**config.mk**
```make
export PLATFORM = sky130hd
export DESIGN_NAME = iob_sync_asym_fifo_v2
export DESIGN_NICKNAME = d
export VERILOG_FILES = /design/src/rtl/iob_fifo_pkg.sv /design/src/rtl/iob_2p_asym_ram.sv /design/src/rtl/iob_sync_asym_fifo_v2.sv
export SDC_FILE = /design/constraint.sdc
export NUM_CORES = 2
export LEC_CHECK = 0
export ABC_AREA = 1
export BUFFER_PORTS_ARGS = -buffer_cell sky130_fd_sc_hd__buf_4
export CAP_MARGIN = 20
export CORE_ASPECT_RATIO = 0.5
export CORE_MARGIN = 2
export CORE_UTILIZATION = 35
export CTS_BUF_LIST = sky130_fd_sc_hd__clkbuf_8
export DETAILED_ROUTE_END_ITERATION = 6
export HOLD_SLACK_MARGIN = 0.1
export REMOVE_ABC_BUFFERS = 1
export SLEW_MARGIN = 20
export SYNTH_ARGS = -nofsm -noshare
export SYNTH_HDL_FRONTEND = slang
export SYNTH_SLANG_ARGS = --single-unit
```
**constraint.sdc**
```tcl
create_clock -name clk -period 10 [get_ports clk]
set_input_delay 2.5 -clock clk [delete_from_list [all_inputs] [get_ports clk]]
set_output_delay 2.5 -clock clk [all_outputs]
set_load 0.01 [all_outputs]
```
**src/rtl/iob_fifo_pkg.sv**
```systemverilog
// Shared helpers for the asymmetric FIFO family: integer min/max and ceil(log2).
package iob_fifo_pkg;

  function automatic int max_i(input int a, input int b);
    return (a > b) ? a : b;
  endfunction

  function automatic int min_i(input int a, input int b);
    return (a < b) ? a : b;
  endfunction

  function automatic int clog2_i(input int v);
    int r;
    r = 0;
    for (int i = 0; i < 31; i++) begin
      if ((1 << r) < v) r = r + 1;
    end
    return r;
  endfunction

endpackage

```
**src/rtl/iob_2p_asym_ram.sv**
```systemverilog
// Two-port RAM with one write port and one registered read port whose widths differ by a power of 2.
module iob_2p_asym_ram
  import iob_fifo_pkg::*;
#(
  parameter int W_DATA_W = 32,
  parameter int R_DATA_W = 8,
  parameter int ADDR_W   = 8,
  parameter int W_ADDR_W = 6,
  parameter int R_ADDR_W = 8
) (
  input  logic                clk,
  input  logic                rst_n,
  input  logic                i_we,
  input  logic [W_ADDR_W-1:0] i_waddr,
  input  logic [W_DATA_W-1:0] i_wdata,
  input  logic                i_re,
  input  logic [R_ADDR_W-1:0] i_raddr,
  output logic [R_DATA_W-1:0] o_rdata
);

  localparam int MIN_W = min_i(W_DATA_W, R_DATA_W);
  localparam int MAXU  = max_i(W_DATA_W, R_DATA_W) / MIN_W;
  localparam int LR    = clog2_i(MAXU);
  localparam int NWA   = ADDR_W - LR;
  localparam int NW    = 1 << NWA;

  // Each storage word is MAXU narrow units; unit 0 sits in the low bits.
  logic [MAXU-1:0][MIN_W-1:0] mem [NW];
  logic [R_DATA_W-1:0]        r_rdata;

  assign o_rdata = r_rdata;

  generate
    if (W_DATA_W == R_DATA_W) begin : g_eq
      always_ff @(posedge clk) begin
        if (i_we) mem[i_waddr] <= i_wdata;
      end

      always_ff @(posedge clk or negedge rst_n) begin
        if (!rst_n)    r_rdata <= '0;
        else if (i_re) r_rdata <= mem[i_raddr];
      end
    end else if (W_DATA_W > R_DATA_W) begin : g_wide_wr
      logic [NWA-1:0] w_ridx;
      logic [LR-1:0]  w_rsub;

      assign w_ridx = i_raddr[R_ADDR_W-1:LR];
      assign w_rsub = i_raddr[LR-1:0];

      always_ff @(posedge clk) begin
        if (i_we) mem[i_waddr] <= i_wdata;
      end

      always_ff @(posedge clk or negedge rst_n) begin
        if (!rst_n)    r_rdata <= '0;
        else if (i_re) r_rdata <= mem[w_ridx][w_rsub];
      end
    end else begin : g_wide_rd
      logic [NWA-1:0] w_widx;
      logic [LR-1:0]  w_wsub;

      assign w_widx = i_waddr[W_ADDR_W-1:LR];
      assign w_wsub = i_waddr[LR-1:0];

      always_ff @(posedge clk) begin
        if (i_we) mem[w_widx][w_wsub] <= i_wdata;
      end

      always_ff @(posedge clk or negedge rst_n) begin
        if (!rst_n)    r_rdata <= '0;
        else if (i_re) r_rdata <= mem[i_raddr];
      end
    end
  endgenerate

endmodule

```
**src/rtl/iob_sync_asym_fifo_v2.sv**
```systemverilog
// Single-clock FIFO with unequal write/read widths, threshold flags, sticky error status and flush.
module iob_sync_asym_fifo_v2
  import iob_fifo_pkg::*;
#(
  parameter int W_DATA_W   = 32,
  parameter int R_DATA_W   = 8,
  parameter int ADDR_W     = 8,
  parameter int AFULL_LVL  = 192,
  parameter int AEMPTY_LVL = 16
) (
  input  logic                clk,
  input  logic                rst_n,
  input  logic                clr,
  input  logic                w_en,
  input  logic [W_DATA_W-1:0] w_data,
  output logic                full,
  output logic                almost_full,
  input  logic                r_en,
  output logic [R_DATA_W-1:0] r_data,
  output logic                r_valid,
  output logic                empty,
  output logic                almost_empty,
  output logic [ADDR_W:0]     level,
  output logic                overflow,
  output logic                underflow
);

  localparam int MIN_W    = min_i(W_DATA_W, R_DATA_W);
  localparam int WU       = W_DATA_W / MIN_W;
  localparam int RU       = R_DATA_W / MIN_W;
  localparam int DEPTH    = 1 << ADDR_W;
  localparam int W_ADDR_W = ADDR_W - clog2_i(WU);
  localparam int R_ADDR_W = ADDR_W - clog2_i(RU);

  localparam logic [ADDR_W:0] L_WU = WU[ADDR_W:0];
  localparam logic [ADDR_W:0] L_RU = RU[ADDR_W:0];

  logic [ADDR_W:0]     r_level;
  logic [W_ADDR_W-1:0] r_wptr;
  logic [R_ADDR_W-1:0] r_rptr;
  logic                r_rvalid;
  logic                r_ovf;
  logic                r_unf;

  logic                w_full;
  logic                w_empty;
  logic                w_wok;
  logic                w_rok;
  logic [R_DATA_W-1:0] w_rdata;

  // Flags are decoded from the unit count so both port widths share one occupancy view.
  assign w_full  = int'(r_level) > (DEPTH - WU);
  assign w_empty = int'(r_level) < RU;

  // A pending flush swallows same-cycle requests without flagging them.
  assign w_wok = w_en & ~w_full & ~clr;
  assign w_rok = r_en & ~w_empty & ~clr;

  always_ff @(posedge clk or negedge rst_n) begin
    if (!rst_n) begin
      r_level  <= '0;
      r_wptr   <= '0;
      r_rptr   <= '0;
      r_rvalid <= 1'b0;
      r_ovf    <= 1'b0;
      r_unf    <= 1'b0;
    end else if (clr) begin
      r_level  <= '0;
      r_wptr   <= '0;
      r_rptr   <= '0;
      r_rvalid <= 1'b0;
      r_ovf    <= 1'b0;
      r_unf    <= 1'b0;
    end else begin
      r_level  <= r_level + (w_wok ? L_WU : '0) - (w_rok ? L_RU : '0);
      r_rvalid <= w_rok;
      if (w_wok) r_wptr <= r_wptr + 1'b1;
      if (w_rok) r_rptr <= r_rptr + 1'b1;
      if (w_en && w_full)  r_ovf <= 1'b1;
      if (r_en && w_empty) r_unf <= 1'b1;
    end
  end

  iob_2p_asym_ram #(
    .W_DATA_W (W_DATA_W),
    .R_DATA_W (R_DATA_W),
    .ADDR_W   (ADDR_W),
    .W_ADDR_W (W_ADDR_W),
    .R_ADDR_W (R_ADDR_W)
  ) u_ram (
    .clk     (clk),
    .rst_n   (rst_n),
    .i_we    (w_wok),
    .i_waddr (r_wptr),
    .i_wdata (w_data),
    .i_re    (w_rok),
    .i_raddr (r_rptr),
    .o_rdata (w_rdata)
  );

  assign full         = w_full;
  assign empty        = w_empty;
  assign almost_full  = int'(r_level) >= AFULL_LVL;
  assign almost_empty = int'(r_level) <= AEMPTY_LVL;
  assign level        = r_level;
  assign r_data       = w_rdata;
  assign r_valid      = r_rvalid;
  assign overflow     = r_ovf;
  assign underflow    = r_unf;

endmodule

```
==> results_dict.tcl <==
set metrics [dict create \
    status "complete, no violations" \
    clk_latency_ns 1.03 \
    vias 54852 \
    crit_slowest_cell "nor4_1" \
    synthesis.area_mm2 0.0843 \
    post_drt_wl_per_cell_um 22.5 \
    yosys_warnings 0 \
    hold_viol 0 \
    path_max_fanout 5 \
    irDropWorstVdd_mv 0.156 \
    cts_tree "built" \
    cts_buffers 335 \
    die_x_um 698 \
    synth_cells 7057 \
    ys_ff_latch 2082 \
    met2_usage_pct 29.6 \
    drive_above_1_share_pct 8.41 \
    ys_seq_area_share_pct 73.9 \
    die-area_mm2 0.245 \
    cp-end-kind "output port" \
    gp_congestion 0.884 \
    first_global_vias 51168 \
    htree_levels 5 \
    r2r_start "level[8]" \
    fmax_ghz 0.188 \
    syn_area_per_cell_um2 12.0 \
    path_cells "nor4_1 > nand4_1 > nand2_1 > buf_4" \
    cts-root-buf "clkbuf_8" \
    maxCapViolCount 0 \
    nNetsFinal 7155 \
    skew_ns 0.0561 \
    hold-path-cell-count 2 \
    r2r_end "u_ram.mem[4][26]" \
    drt_wl_total_um 237000 \
    drc_errors 0 \
    row_count 127 \
    cts.sinks 2082 \
    slew_headroom_pct 19.1 \
    synthToLayoutAreaGrowth_pct 11.1 \
    power_density_mw_per_mm2 182 \
    crit_type "reg2out" \
    port_buffers 60 \
    final_cell_area_mm2 0.0937 \
    drt-vias-per-instance 5.21 \
    initial_core_util_pct 35.2 \
    path_clk_slew_ns 0.06 \
    clock_path_buffers 4 \
    drt_iter0_drc 6467 \
    use_met3_pct 3.60 \
    worst-endpoint-required_ns 7.50 \
    setup_viol 0 \
    busiest_layer "met2" \
    tns_ns 0 \
    grt_pass1_wl_um 343000 \
    tightest_slew_ns 1.21 \
    min_to "underflow" \
    dp.cells 9966 \
    critPathMaxStageDelay_ns 0.53 \
    ios 61 \
    mostFrequentLayoutCells "nand2_1, edfxtp_1, nand3_1" \
    cp.arrival_ns 2.82 \
    p_leak_nw 32.6 \
    ys_types 31 \
    hold_path_class "reg2reg" \
    track_usage_pct 18.8 \
    layout_commonest_cell "nand2_1" \
    antenna_found_initial 10 \
    grt_max_degree 191 \
    placement.cell_area_mm2 0.0878 \
    power_mw 17.1 \
    firstDrtPassIters 5 \
    overflow 0 \
    r2r_cells 9 \
    core_mm2 0.240 \
    final_core_util_pct 39.1 \
    stdcell_count 10531 \
    post_cts_buffers 0 \
    rsz0062_at_grt "false" \
    fin_crit_sh_pct 53.2 \
    startpoint_type "flip-flop" \
    drv_slew 0 \
    cts_resized 0 \
    die_y_um 351 \
    ff2ff_setup_slack_ns 5.10 \
    fin_crit_ns 5.32 \
    grt_util_met1_pct 26.1 \
    drt.antenna.violating_nets 0 \
    holdBufCountCts 0 \
    hpwlAfterDp_um 126000 \
    hp-start "underflow" \
]
kinds of logic (layout without fill, tap and decap cells):
family	count (synthesis)	count (layout)	synth area share, %
AOI/OAI and AO/OA	38	38	0.243
xor gates and xnor gates	1	1	0.0104
adders and majority gates	24	24	0.365
buffers and inverters	511	756	2.92
DFF	2082	2082	73.9
other	0	4	0
and+or+nand+nor	4401	4401	22.5
through the flow:
stage / hold WS (ns) / setup WS [ns]
4_1_cts: 0.535 / 4.59
6_report: 0.535 / 4.68
5_1_grt: 0.548 / 4.60
3_3_place_gp: 0.483 / 3.83
3_5_place_dp: 0.523 / 3.76
2_1_floorplan: 0.526 / -32.80
how the worst max path moves through the flow:
stage	endpoint	start	slack, ns
2_1_floorplan	r_rptr[7]	r_rptr[2]	-32.80
3_3_place_gp	u_ram.mem[1][0]	w_en	3.83
3_5_place_dp	u_ram.mem[25][21]	w_en	3.76
4_1_cts	almost_full	level[2]	4.59
5_1_grt	almost_full	level[2]	4.60
6_report	almost_full	level[2]	4.68
flip-flops by register name, summed over array words and instances (netlist names):
signal         flops
level              9
overflow           1
r_rptr             8
r_valid            1
r_wptr             6
u_ram.mem       2048
u_ram.o_rdata      8
underflow          1
cells in the mapped netlist:
library cell  number  area share, %
clkbuf_1          91           0.41
nand4_1            4          0.030
o31ai_1            1         0.0089
dfrtp_1           34            1.0
or2_2              8          0.059
a221oi_1           1          0.010
o21ai_0           17           0.10
o22ai_1            1         0.0074
a21oi_1           16          0.095
nor3_2             1          0.012
edfxtp_1        2048             73
o21bai_1           1         0.0089
fa_1               1          0.024
buf_6              6          0.080
nand4_2            6          0.089
nor4_1             2          0.015
ha_1              23           0.34
nor3_1             4          0.024
a41o_1             1          0.012
nor2_1           120           0.53
and2_1             1         0.0074
inv_4              1         0.0074
inv_2              4          0.018
buf_4             35           0.31
inv_1             47           0.21
nand2_1         2355             10
clkinv_1           3          0.013
buf_1             31           0.14
xor2_1             1          0.010
nand3_1         1900             11
buf_2            293            1.7
final cells by class:
class	count	area (um^2)
diodes	4	10.0
clock buffers	340	4680
clock inverters	205	817
fillers	22696	146000
inverters	55	243
multi-input cells	4464	20000
flip-flops and latches	2082	62400
well taps	3225	4040
repair buffers	156	1560
power by group:
group	internal, mW	switching [mW]	total [mW]
logic	0.268	0.759	1.03
registers	9.65	0.0801	9.73
clock network	3.12	3.23	6.34
total	13.0	4.06	17.1
metal layers:
metal  wire (um)  vias to the layer above
li1            -                    25046
met1       99600                    27082
met2      109000                     2333
met3       20800                      391
met4        7390                        0
met5           0                        -
critical path: cells and delay by family, from the launching register on:
kind / cells / cell delay (ns)
flops: 1 / 0.45
buf+inv: 1 / 0.23
simple gates: 3 / 1.12
(Power assumes the default switching activity.)
